--- src/rtl/adder_bist_sequencer.sv ---
// BIST sequencer for the broadcast-driven ripple-carry adder: applies the four pin patterns,
// waits SETTLE cycles each and records mismatches. Define ADDER_BIST_STOP_ON_FAIL_EN to end a pass at the first mismatch.
//
// state | meaning
// IDLE  | pins parked at 0, waiting for start
// HOLD  | pattern applied, settle down-counter running
// CHECK | response compared, fail_mask updated, next pattern launched
// DONE  | one-cycle done pulse, pins parked, pass published
module adder_bist_sequencer #(
    parameter int N      = 16,
    parameter int SETTLE = 2
) (
    input  logic         clk,
    input  logic         rst,
    input  logic         start,
    input  logic [N-1:0] sum,
    input  logic         cout,
    output logic         pin_a,
    output logic         pin_b,
    output logic         busy,
    output logic         done,
    output logic         pass,
    output logic [3:0]   fail_mask
);
    localparam int CW = (SETTLE > 1) ? $clog2(SETTLE) : 1;
    localparam logic [CW-1:0] CNT_LOAD = CW'(SETTLE - 1);

    typedef enum logic [1:0] {IDLE, HOLD, CHECK, DONE} state_t;

    state_t        state, state_nxt;
    logic [1:0]    idx, idx_nxt;
    logic [CW-1:0] cnt, cnt_nxt;
    logic          pin_a_nxt, pin_b_nxt, pass_nxt;
    logic [3:0]    fail_mask_nxt;
    logic          mismatch;
    logic [3:0]    mask_upd;
    logic          last_pattern;

    // Expected response follows from the pins: sum = {N{pin_b}}, cout = pin_a.
    assign mismatch = (sum != {N{pin_b}}) || (cout != pin_a);
    assign mask_upd = fail_mask | ({3'b000, mismatch} << idx);

`ifdef ADDER_BIST_STOP_ON_FAIL_EN
    assign last_pattern = (idx == 2'd3) || mismatch;
`else
    assign last_pattern = (idx == 2'd3);
`endif

    always_ff @(posedge clk) begin
        if (rst) begin
            state     <= IDLE;
            idx       <= 2'd0;
            cnt       <= '0;
            pin_a     <= 1'b0;
            pin_b     <= 1'b0;
            pass      <= 1'b0;
            fail_mask <= 4'b0000;
        end else begin
            state     <= state_nxt;
            idx       <= idx_nxt;
            cnt       <= cnt_nxt;
            pin_a     <= pin_a_nxt;
            pin_b     <= pin_b_nxt;
            pass      <= pass_nxt;
            fail_mask <= fail_mask_nxt;
        end
    end

    always_comb begin
        state_nxt     = state;
        idx_nxt       = idx;
        cnt_nxt       = cnt;
        pin_a_nxt     = pin_a;
        pin_b_nxt     = pin_b;
        pass_nxt      = pass;
        fail_mask_nxt = fail_mask;
        busy          = 1'b0;
        done          = 1'b0;
        unique case (state)
            IDLE: begin
                if (start) begin
                    fail_mask_nxt = 4'b0000;
                    pass_nxt      = 1'b0;
                    idx_nxt       = 2'd0;
                    pin_a_nxt     = 1'b0;
                    pin_b_nxt     = 1'b0;
                    cnt_nxt       = CNT_LOAD;
                    state_nxt     = HOLD;
                end
            end
            HOLD: begin
                busy = 1'b1;
                if (cnt == '0) state_nxt = CHECK;
                else           cnt_nxt   = cnt - CW'(1);
            end
            CHECK: begin
                busy          = 1'b1;
                fail_mask_nxt = mask_upd;
                if (last_pattern) begin
                    // pass is published on entry so it is already valid while done is high
                    pin_a_nxt = 1'b0;
                    pin_b_nxt = 1'b0;
                    pass_nxt  = (mask_upd == 4'b0000);
                    state_nxt = DONE;
                end else begin
                    idx_nxt                = idx + 2'd1;
                    {pin_a_nxt, pin_b_nxt} = idx + 2'd1;
                    cnt_nxt                = CNT_LOAD;
                    state_nxt              = HOLD;
                end
            end
            DONE: begin
                done      = 1'b1;
                pin_a_nxt = 1'b0;
                pin_b_nxt = 1'b0;
                pass_nxt  = (fail_mask == 4'b0000);
                state_nxt = IDLE;
            end
            default: state_nxt = IDLE;
        endcase
    end
endmodule
--- config.mk ---
export PLATFORM = sky130hd
export DESIGN_NAME = adder_bist_sequencer
export DESIGN_NICKNAME = d
export VERILOG_FILES = /design/src/rtl/adder_bist_sequencer.sv
export SDC_FILE = /design/constraint.sdc
export NUM_CORES = 1
export LEC_CHECK = 0
export ABC_AREA = 0
export CORE_UTILIZATION = 42
export DETAILED_ROUTE_END_ITERATION = 8
export PLACE_DENSITY = 0.75
export SLEW_MARGIN = 20
export SYNTH_ARGS = -nofsm -noshare
export SYNTH_HDL_FRONTEND = slang
export SYNTH_SLANG_ARGS = --single-unit
--- constraint.sdc ---
create_clock -name clk -period 2.15 [get_ports clk]
set_clock_uncertainty 0.15 [all_clocks]
set_input_delay 0.43 -clock clk [delete_from_list [all_inputs] [get_ports clk]]
set_output_delay 0.43 -clock clk [all_outputs]
set_load 0.03 [all_outputs]
After elaboration in Yosys (flattened, before gate mapping)
Index checks and enable logic that the tools add are counted.
Cells by class
  reductions and logical operators: 14
  multiplexer cells: 22
  $add $sub $neg: 2
  $lt $le $gt $ge: 0
  eq/ne operators: 10
  shifts and indexed selects: 1
  div/mod/pow operators: 0
  bitwise operators: 1
  multiply operators: 0
Operators with widths (number)
  != test 16 bit: 1
  case mux 1 bit (3 select lines): 4
  two-way mux 2 bit: 5
  two-way mux 1 bit: 9
  AND reduction 3 bit: 3
  logical NOT 4 bit: 2
  != test 2 bit, second input constant: 4
  case mux 2 bit (4 select lines): 1
  case mux 4 bit (2 select lines): 1
  == test 2 bit, second input constant: 3
  AND reduction 2 bit: 3
  nonzero test 3 bit: 2
  two-way mux 4 bit: 1
  bitwise OR 4 bit: 1
  case mux 2 bit (2 select lines): 1
  left shift 1 x 2 -> 4 bit: 1
  adder 2 x 1 -> 2 bit, second input constant: 1
  == test 2 x 1 -> 1 bit, second input constant: 1
  logical NOT 2 bit: 1
  nonzero test 2 bit: 1
  OR reduction 2 bit: 1
  logical OR 1 bit: 1
  != test 1 bit: 1
  subtractor 1 bit, second input constant: 1
Storage, ports and cells
  input bits: 20
  ROM bits: 0
  output and inout bits: 9
  latch bits: 0
  RAM bits: 0
  word-level logic and storage cells: 57
  memories: 0
  register bits after elaboration: 12

Logic depth before layout (Yosys ltp)
Gate-level depths: netlist of the first run.
  word-level depth: 7
  mapped depth: 7
  gate-level depth less buffers: 7

Worst setup path after synthesis of the first run
OpenSTA, ideal clock, no wires.
  kind: register to register
  from: reg state[1]
  to: reg pass
  library setup time: 135 ps
  arrival time: 1481 ps
  cell stages (with the launch flop): 8
  path slack: 384 ps
  cells stage by stage: dfxtp_1 inv_1 ha_1 nor2b_1 nor2_1 o21ai_0 mux2i_1 o32ai_2
On the way
  longest elaborated chain between the ends: 3
Ends and longest elaborated chain
  start, declared: line 30  | state_t state, state_nxt;
  start signal, assigned: line 59  | state <= state_nxt;
  == test 2 bit / logical NOT 2 bit (equally long branches): line 79  | unique case (state)
  != test 2 bit (no line) / nonzero test 3 bit (equally long branches)
  AND reduction 3 bit (no line)
  end signal, assigned: line 64  | pass <= pass_nxt;
  end, declared: line 22  | output logic pass,
Parallel ways exist; a longest one is shown, timed or not.
A chain may end at the register's enable or synchronous reset.

Worst setup path after layout of the first run
  from: reg state[0]
  to: out busy
On the way
  longest elaborated chain between the ends: 3
Ends and longest elaborated chain
  == test 2 bit / == test 2 x 1 -> 1 bit (equally long branches): line 79
  OR reduction 2 bit (no line) (*)
  two-way mux 1 bit (*): line 79
  end, declared: line 20  | output logic busy,
Mark *: on every way between the ends. The rest lies on a longest branch, timed or not.

==> flow_results.xml, run 1 <==
<?xml version="1.0" encoding="UTF-8"?>
<metrics>
  <group name="setup_path">
    <metric name="worstPathCellList" unit="">inv_1 -&gt; ha_1 -&gt; dlygate4sd2_1</metric>
    <metric name="crit_buf_inv" unit="">2</metric>
    <metric name="reg2regPathDepth" unit="">8</metric>
    <metric name="crit_fanout" unit="">6</metric>
    <metric name="critical_path.max_stage_delay" unit="ns">0.42</metric>
    <metric name="cp-end-kind" unit="">primary output</metric>
    <metric name="worstPathArrival" unit="ns">1.46</metric>
    <metric name="startpoint_type" unit="">register</metric>
    <metric name="cpLargestDelayFamily" unit="">buffers and inverters</metric>
    <metric name="crit_path_top_delay_cell" unit="">sky130_fd_sc_hd__dfxtp_1</metric>
    <metric name="timing.setup.critical_path_class" unit="">reg2out</metric>
    <metric name="worst_ep_required_time" unit="ns">1.57</metric>
    <metric name="path_depth" unit="">3</metric>
  </group>
  <group name="finish">
    <metric name="final.fill_count" unit="">151</metric>
    <metric name="final_cell_mix" unit="">sky130_fd_sc_hd__clkdlybuf4s50_1, sky130_fd_sc_hd__dfxtp_1, sky130_fd_sc_hd__nor2_1</metric>
    <metric name="final_design_area_no_fill" unit="um^2">1090</metric>
    <metric name="finish.utilization" unit="">0.693</metric>
    <metric name="multi_input_comb_area" unit="um^2">480</metric>
    <metric name="final_layout_size_suffix_gt1_frac" unit="">0.104</metric>
    <metric name="area.growth.synth_to_final" unit="%">47.0</metric>
    <metric name="antenna-diode-count" unit="">0</metric>
    <metric name="num-nets-final" unit="">152</metric>
    <metric name="mostFrequentLayoutCell" unit="">sky130_fd_sc_hd__clkdlybuf4s50_1</metric>
    <metric name="register_area" unit="um^2">240</metric>
  </group>
  <group name="floorplan">
    <metric name="starting_density_of_the_core" unit="">0.471</metric>
    <metric name="die-width" unit="um">44.1</metric>
    <metric name="ports" unit="">29</metric>
    <metric name="core" unit="um^2">1580</metric>
    <metric name="dieArea" unit="um^2">1940</metric>
    <metric name="die_h" unit="um">44.1</metric>
    <metric name="row_count" unit="">14</metric>
  </group>
  <group name="min_path">
    <metric name="whs_path_depth" unit="">2</metric>
    <metric name="worst_hold_path_type" unit="">reg2reg</metric>
  </group>
  <group name="route">
    <metric name="m1WireLength" unit="um">851</metric>
    <metric name="wirelength" unit="mm">1.75</metric>
    <metric name="per_cell_routed_wire_length" unit="um">12.4</metric>
    <metric name="vias" unit="">813</metric>
    <metric name="ant_nets" unit="">0</metric>
    <metric name="drt-initial-drc-count" unit="">23</metric>
    <metric name="drt_first_pass_iters" unit="">6</metric>
    <metric name="top_signal_layer_used" unit="">met4</metric>
    <metric name="viasPerCell" unit="">5.77</metric>
    <metric name="wl_met3" unit="um">107</metric>
    <metric name="remaining_drc_errors" unit="">0</metric>
    <metric name="met2WireLength" unit="um">785</metric>
  </group>
  <group name="global_route">
    <metric name="gr-usage-all-layers" unit="">0.215</metric>
    <metric name="number_of_antenna_violations_at_the_first_check_in_global_routing" unit="">0</metric>
    <metric name="grt_start_max_net_pins" unit="">10</metric>
    <metric name="grt_remaining_overflow" unit="">0</metric>
    <metric name="grt_first_pass_wirelength" unit="mm">3.14</metric>
    <metric name="first_global_vias" unit="">780</metric>
  </group>
  <group name="placement">
    <metric name="gp_congestion" unit="">0.754</metric>
    <metric name="place.port_buffers" unit="">28</metric>
    <metric name="place.detailed.hpwl" unit="mm">1.43</metric>
    <metric name="dpl-instance-area" unit="um^2">1060</metric>
  </group>
  <group name="clock_network">
    <metric name="cts-buffers-inserted" unit="">3</metric>
    <metric name="clock-sinks" unit="">12</metric>
    <metric name="h-tree-depth" unit="">1</metric>
    <metric name="postCtsHoldBufs" unit="">0</metric>
    <metric name="cts_resized" unit="">2</metric>
    <metric name="cts_setup_buffers" unit="">0</metric>
    <metric name="clk_pin_slew" unit="ns">0.07</metric>
    <metric name="clkLatencyLatePin" unit="ns">0.27</metric>
    <metric name="ctsLongestPathBuffers" unit="">2</metric>
    <metric name="clock-root-buffer" unit="">sky130_fd_sc_hd__clkbuf_4</metric>
    <metric name="tritoncts_clock_tree" unit="">built</metric>
  </group>
  <group name="pwr">
    <metric name="cell_internal_pwr" unit="uW">521</metric>
    <metric name="power_frac_seq" unit="">0.338</metric>
    <metric name="pwr_density_cell" unit="nW/um^2">764</metric>
    <metric name="total_power" unit="uW">835</metric>
    <metric name="power.switching_fraction" unit="">0.376</metric>
    <metric name="share_clk_of_total_power" unit="">0.211</metric>
    <metric name="switching_power" unit="uW">314</metric>
    <metric name="power.static_leakage" unit="uW">0.000419</metric>
    <metric name="vdd.ir_drop.worst" unit="mV">0.538</metric>
    <metric name="p_comb_frac" unit="">0.451</metric>
  </group>
  <group name="sta">
    <metric name="finalHoldViolCount" unit="">0</metric>
    <metric name="unrepaired_setup_endpoints_after_global_routing" unit="">no</metric>
    <metric name="max_freq" unit="MHz">491</metric>
    <metric name="worst_slew_pin_slew" unit="ns">0.385</metric>
    <metric name="timing.final.crit_period" unit="ns">2.04</metric>
    <metric name="timing_max_transition_violations_final" unit="">0</metric>
    <metric name="final_period_util" unit="">0.947</metric>
    <metric name="relSlewSlack" unit="">0.741</metric>
    <metric name="finalSetupViolCount" unit="">0</metric>
  </group>
  <group name="run_status">
    <metric name="run_status" unit="">finished clean</metric>
  </group>
  <group name="logic_synthesis">
    <metric name="synth.avg_cell_area" unit="um^2">8.08</metric>
    <metric name="postSynthNetCount" unit="">118</metric>
    <metric name="ys_seq_elements" unit="">12</metric>
    <metric name="synthesis.area" unit="um^2">743</metric>
    <metric name="syn_inst" unit="">92</metric>
    <metric name="synth-warning-count" unit="">0</metric>
    <metric name="synth.yosys.seq_area_share" unit="">0.323</metric>
    <metric name="netlist-cell-type-count" unit="">29</metric>
  </group>
  <group name="job">
    <metric name="max_cap_viol_count" unit="">0</metric>
  </group>
</metrics>
worst paths after layout:
check,from,end,slack [ns]
worst max-delay path,state[0],busy,0.11
worst min-delay path,state[1],state[1],0.35
worst max register to register,state[1],idx[1],0.26
worst min register to register,state[1],state[1],0.35
power by group through the flow:
stage	clock network (uW)	registers, uW	logic (uW)
2_1_floorplan	0	293	240
3_5_place_dp	0	288	385
4_1_cts	183	283	377
3_3_place_gp	0	287	382
5_1_grt	190	289	420
6_report	176	282	376
flip-flops by register name, summed over array words and instances, names as in the netlist:
register and flops:
cnt 1, fail_mask 4, idx 2, pass 1
pin_a 1, pin_b 1, state 2
per-layer routing:
layer,vias to the layer above,global-route usage
met5,-,0
met4,0,0.0606
met3,2,0.0816
met2,23,0.329
met1,377,0.282
li1,411,-
stage by stage:
step	worst slack, ns	std cells	setup TNS, ns	hold slack (ns)
floorplan	0.384	92	0	0.315
global placement	0.00839	137	0	0.329
detailed placement	-0.0320	137	-0.127	0.339
CTS	0.0933	141	0	0.350
global route	0.0268	141	0	0.371
finish	0.114	141	0	0.350
cells in the mapped netlist:
| master | n | area share |
|---|---|---|
| sky130_fd_sc_hd__a22o_1 | 1 | 0.012 |
| sky130_fd_sc_hd__and3_1 | 1 | 0.0084 |
| sky130_fd_sc_hd__or3_4 | 1 | 0.015 |
| sky130_fd_sc_hd__nand2b_1 | 1 | 0.0084 |
| sky130_fd_sc_hd__a31oi_1 | 3 | 0.025 |
| sky130_fd_sc_hd__nor2_1 | 10 | 0.051 |
| sky130_fd_sc_hd__nand2_1 | 8 | 0.040 |
| sky130_fd_sc_hd__clkbuf_1 | 2 | 0.010 |
| sky130_fd_sc_hd__ha_1 | 6 | 0.10 |
| sky130_fd_sc_hd__o32ai_2 | 1 | 0.022 |
| sky130_fd_sc_hd__inv_1 | 4 | 0.020 |
| sky130_fd_sc_hd__nor4_1 | 4 | 0.034 |
| sky130_fd_sc_hd__nor2b_1 | 1 | 0.0084 |
| sky130_fd_sc_hd__o21ai_0 | 4 | 0.027 |
| sky130_fd_sc_hd__mux2i_1 | 1 | 0.013 |
| sky130_fd_sc_hd__a22oi_1 | 1 | 0.010 |
| sky130_fd_sc_hd__a211oi_1 | 2 | 0.020 |
| sky130_fd_sc_hd__nor3_1 | 8 | 0.054 |
| sky130_fd_sc_hd__xor2_1 | 1 | 0.012 |
| sky130_fd_sc_hd__a21oi_1 | 6 | 0.040 |
| sky130_fd_sc_hd__a22o_2 | 3 | 0.040 |
| sky130_fd_sc_hd__nand3_1 | 4 | 0.027 |
| sky130_fd_sc_hd__dfxtp_1 | 12 | 0.32 |
| sky130_fd_sc_hd__nor4_2 | 1 | 0.017 |
| sky130_fd_sc_hd__nand4_1 | 2 | 0.017 |
| sky130_fd_sc_hd__a32o_1 | 1 | 0.013 |
| sky130_fd_sc_hd__nand3b_1 | 1 | 0.010 |
| sky130_fd_sc_hd__and2_1 | 1 | 0.0084 |
| sky130_fd_sc_hd__a2bb2oi_1 | 1 | 0.012 |
worst register-to-register path, delay by kind of cell, from the launching register on:
kind                       cells  cell delay [ns]
and+or+nand+nor                3             0.38
buffers and inverters          2             0.30
AOI/OAI and AO/OA              2             0.36
adders and majority gates      1             0.25
DFF                            1             0.34
kinds of logic (layout without fill, tap and decap cells):
kind of cell               Yosys count  count (layout)  share of synthesized area
muxes                                1               1                     0.0135
xor gates and xnor gates             1               1                     0.0118
buffers and inverters                6              39                     0.0303
and+or+nand+nor                     43              43                      0.298
DFF                                 12              12                      0.323
adders and majority gates            6               6                      0.101
AOI/OAI and AO/OA                   23              23                      0.222
final cells by class:
cell class	count	share of cell area
Timing Repair Buffer	31	0.275
Inverter	4	0.0137
Sequential cell	12	0.220
Tap cell	16	0.0183
Clock buffer	4	0.0332
Multi-Input combinational cell	74	0.440
Note: power is estimated with default switching activity, not from simulation.
==> inputs of run 2 (changes only) <==
--- a/config.mk
+++ b/config.mk
@@ -6,6 +6,7 @@
 export NUM_CORES = 1
 export LEC_CHECK = 0
 export ABC_AREA = 0
+export CORE_MARGIN = 3
 export CORE_UTILIZATION = 42
 export DETAILED_ROUTE_END_ITERATION = 8
 export PLACE_DENSITY = 0.75
==> flow_results.xml, run 2 (same netlist as run 1, synthesis figures left out) <==
<?xml version="1.0" encoding="UTF-8"?>
<metrics>
  <group name="pwr">
    <metric name="share_clk_of_total_power" unit="">0.212</metric>
    <metric name="vdd.ir_drop.worst" unit="mV">0.909</metric>
    <metric name="power.switching_fraction" unit="">0.381</metric>
    <metric name="cell_internal_pwr" unit="uW">521</metric>
    <metric name="switching_power" unit="uW">321</metric>
    <metric name="total_power" unit="uW">842</metric>
    <metric name="p_comb_frac" unit="">0.450</metric>
    <metric name="power.static_leakage" unit="uW">0.000419</metric>
    <metric name="pwr_density_cell" unit="nW/um^2">771</metric>
    <metric name="power_frac_seq" unit="">0.337</metric>
  </group>
  <group name="clock_network">
    <metric name="postCtsHoldBufs" unit="">0</metric>
    <metric name="clock-sinks" unit="">12</metric>
    <metric name="clk_pin_slew" unit="ns">0.07</metric>
    <metric name="clock-root-buffer" unit="">sky130_fd_sc_hd__clkbuf_4</metric>
    <metric name="h-tree-depth" unit="">1</metric>
    <metric name="cts-buffers-inserted" unit="">3</metric>
    <metric name="tritoncts_clock_tree" unit="">built</metric>
    <metric name="clkLatencyLatePin" unit="ns">0.28</metric>
    <metric name="ctsLongestPathBuffers" unit="">2</metric>
  </group>
  <group name="floorplan">
    <metric name="row_count" unit="">14</metric>
    <metric name="die-width" unit="um">48.1</metric>
    <metric name="starting_density_of_the_core" unit="">0.471</metric>
    <metric name="dieArea" unit="um^2">2310</metric>
    <metric name="ports" unit="">29</metric>
    <metric name="core" unit="um^2">1580</metric>
    <metric name="die_h" unit="um">48.1</metric>
  </group>
  <group name="finish">
    <metric name="regs_by_ff_count" unit="">fail_mask: 4 flops, idx: 2 flops, state: 2 flops</metric>
    <metric name="final_layout_size_suffix_gt1_frac" unit="">0.104</metric>
    <metric name="final_cell_mix" unit="">sky130_fd_sc_hd__clkdlybuf4s50_1, sky130_fd_sc_hd__dfxtp_1, sky130_fd_sc_hd__nor2_1</metric>
    <metric name="antenna-diode-count" unit="">0</metric>
    <metric name="register_name_with_the_most_flops" unit="">fail_mask</metric>
    <metric name="area.growth.synth_to_final" unit="%">47.0</metric>
    <metric name="num-nets-final" unit="">152</metric>
    <metric name="largest_reg_flops" unit="">4</metric>
    <metric name="mostFrequentLayoutCell" unit="">sky130_fd_sc_hd__clkdlybuf4s50_1</metric>
    <metric name="final.fill_count" unit="">143</metric>
  </group>
  <group name="sta">
    <metric name="finalSetupViolCount" unit="">0</metric>
    <metric name="timing_max_transition_violations_final" unit="">0</metric>
    <metric name="unrepaired_setup_endpoints_after_global_routing" unit="">no</metric>
    <metric name="relSlewSlack" unit="">0.731</metric>
    <metric name="final_period_util" unit="">0.946</metric>
    <metric name="final.hold.worst_slack" unit="ns">0.356</metric>
    <metric name="finalWorstSetupSlack" unit="ns">0.117</metric>
    <metric name="worst_slew_pin_slew" unit="ns">0.399</metric>
    <metric name="max_freq" unit="MHz">492</metric>
    <metric name="finalHoldViolCount" unit="">0</metric>
    <metric name="timing.final.crit_period" unit="ns">2.03</metric>
  </group>
  <group name="placement">
    <metric name="place.port_buffers" unit="">28</metric>
    <metric name="preCtsSetupSlack" unit="ns">-0.0467</metric>
    <metric name="gp_congestion" unit="">0.785</metric>
    <metric name="place.detailed.hpwl" unit="mm">1.56</metric>
  </group>
  <group name="global_route">
    <metric name="grt_first_pass_wirelength" unit="mm">3.17</metric>
    <metric name="number_of_antenna_violations_at_the_first_check_in_global_routing" unit="">0</metric>
    <metric name="first_global_vias" unit="">751</metric>
    <metric name="gr-usage-all-layers" unit="">0.196</metric>
    <metric name="grt_start_max_net_pins" unit="">9</metric>
    <metric name="grt_remaining_overflow" unit="">0</metric>
  </group>
  <group name="route">
    <metric name="drt-initial-drc-count" unit="">10</metric>
    <metric name="remaining_drc_errors" unit="">0</metric>
    <metric name="drt_first_pass_iters" unit="">4</metric>
    <metric name="wirelength" unit="mm">1.94</metric>
    <metric name="per_cell_routed_wire_length" unit="um">13.7</metric>
    <metric name="ant_nets" unit="">0</metric>
    <metric name="vias" unit="">799</metric>
    <metric name="viasPerCell" unit="">5.67</metric>
  </group>
  <group name="job">
    <metric name="max_cap_viol_count" unit="">0</metric>
  </group>
  <group name="setup_path">
    <metric name="startpoint_type" unit="">register</metric>
    <metric name="crit_fanout" unit="">6</metric>
    <metric name="worstPathCellList" unit="">inv_1 -&gt; ha_1 -&gt; dlygate4sd2_1</metric>
    <metric name="critical_path.max_stage_delay" unit="ns">0.42</metric>
    <metric name="worst_ep_required_time" unit="ns">1.57</metric>
    <metric name="timing.setup.critical_path_class" unit="">reg2out</metric>
    <metric name="crit_path_top_delay_cell" unit="">sky130_fd_sc_hd__dfxtp_1</metric>
    <metric name="worstPathArrival" unit="ns">1.45</metric>
    <metric name="cp-end-kind" unit="">primary output</metric>
    <metric name="reg2regPathDepth" unit="">8</metric>
  </group>
  <group name="min_path">
    <metric name="whs_path_depth" unit="">2</metric>
    <metric name="worst_hold_path_type" unit="">reg2reg</metric>
  </group>
  <group name="run_status">
    <metric name="run_status" unit="">finished clean</metric>
  </group>
</metrics>
run 2: final cells by class:
cell class	instances	area, um^2	share of cell area
Clock buffer	4	36.3	0.0332
Multi-Input combinational cell	74	480	0.440
Inverter	4	15.0	0.0137
Timing Repair Buffer	31	300	0.275
Sequential cell	12	240	0.220
Tap cell	16	20.0	0.0183
run 2: power groups by stage:
stage	registers [uW]	clock network [uW]	logic (uW)
after floorplan	293	0	240
after global placement	287	0	382
after detailed placement	289	0	389
after CTS	284	185	382
after global routing	289	194	436
final	284	179	379
run 2: through the flow:
step                      std cells  instance area (um^2)   util  TNS, ns
after floorplan                  92                   743      -        0
after global placement          137                  1060  0.671        0
after detailed placement        137                  1060  0.671   -0.213
after CTS                       141                  1090  0.693        0
after global routing            141                  1090  0.693        0
final                           141                  1090  0.693        0
run 2: per-layer routing:
| layer | routed length [um] | global-route usage | up-vias |
|---|---|---|---|
| met2 | 901 | 0.303 | 23 |
| met5 | 0 | 0 | - |
| met1 | 928 | 0.265 | 368 |
| met3 | 97 | 0.0677 | 2 |
| met4 | 7 | 0.0323 | 0 |
| li1 | - | - | 406 |
run 2: path summary, 6_finish.rpt:
kind,start,endpoint,slack [ns]
min reg2reg,pin_a,pin_a,0.36
max reg2reg,state[1],idx[0],0.32
min,pin_a,pin_a,0.36
max,state[0],busy,0.12
run 2: what timing repair did:
action	in CTS	in global routing
resized for setup	2	0
setup buffers	0	0
setup endpoints to repair	2	0
run 2: critical path, delay by kind of cell, from the launching register on:
kind | cells | cell delay, ns
adder cells (fa/ha/maj) | 1 | 0.28
flip-flops | 1 | 0.42
buffers and inverters | 2 | 0.48
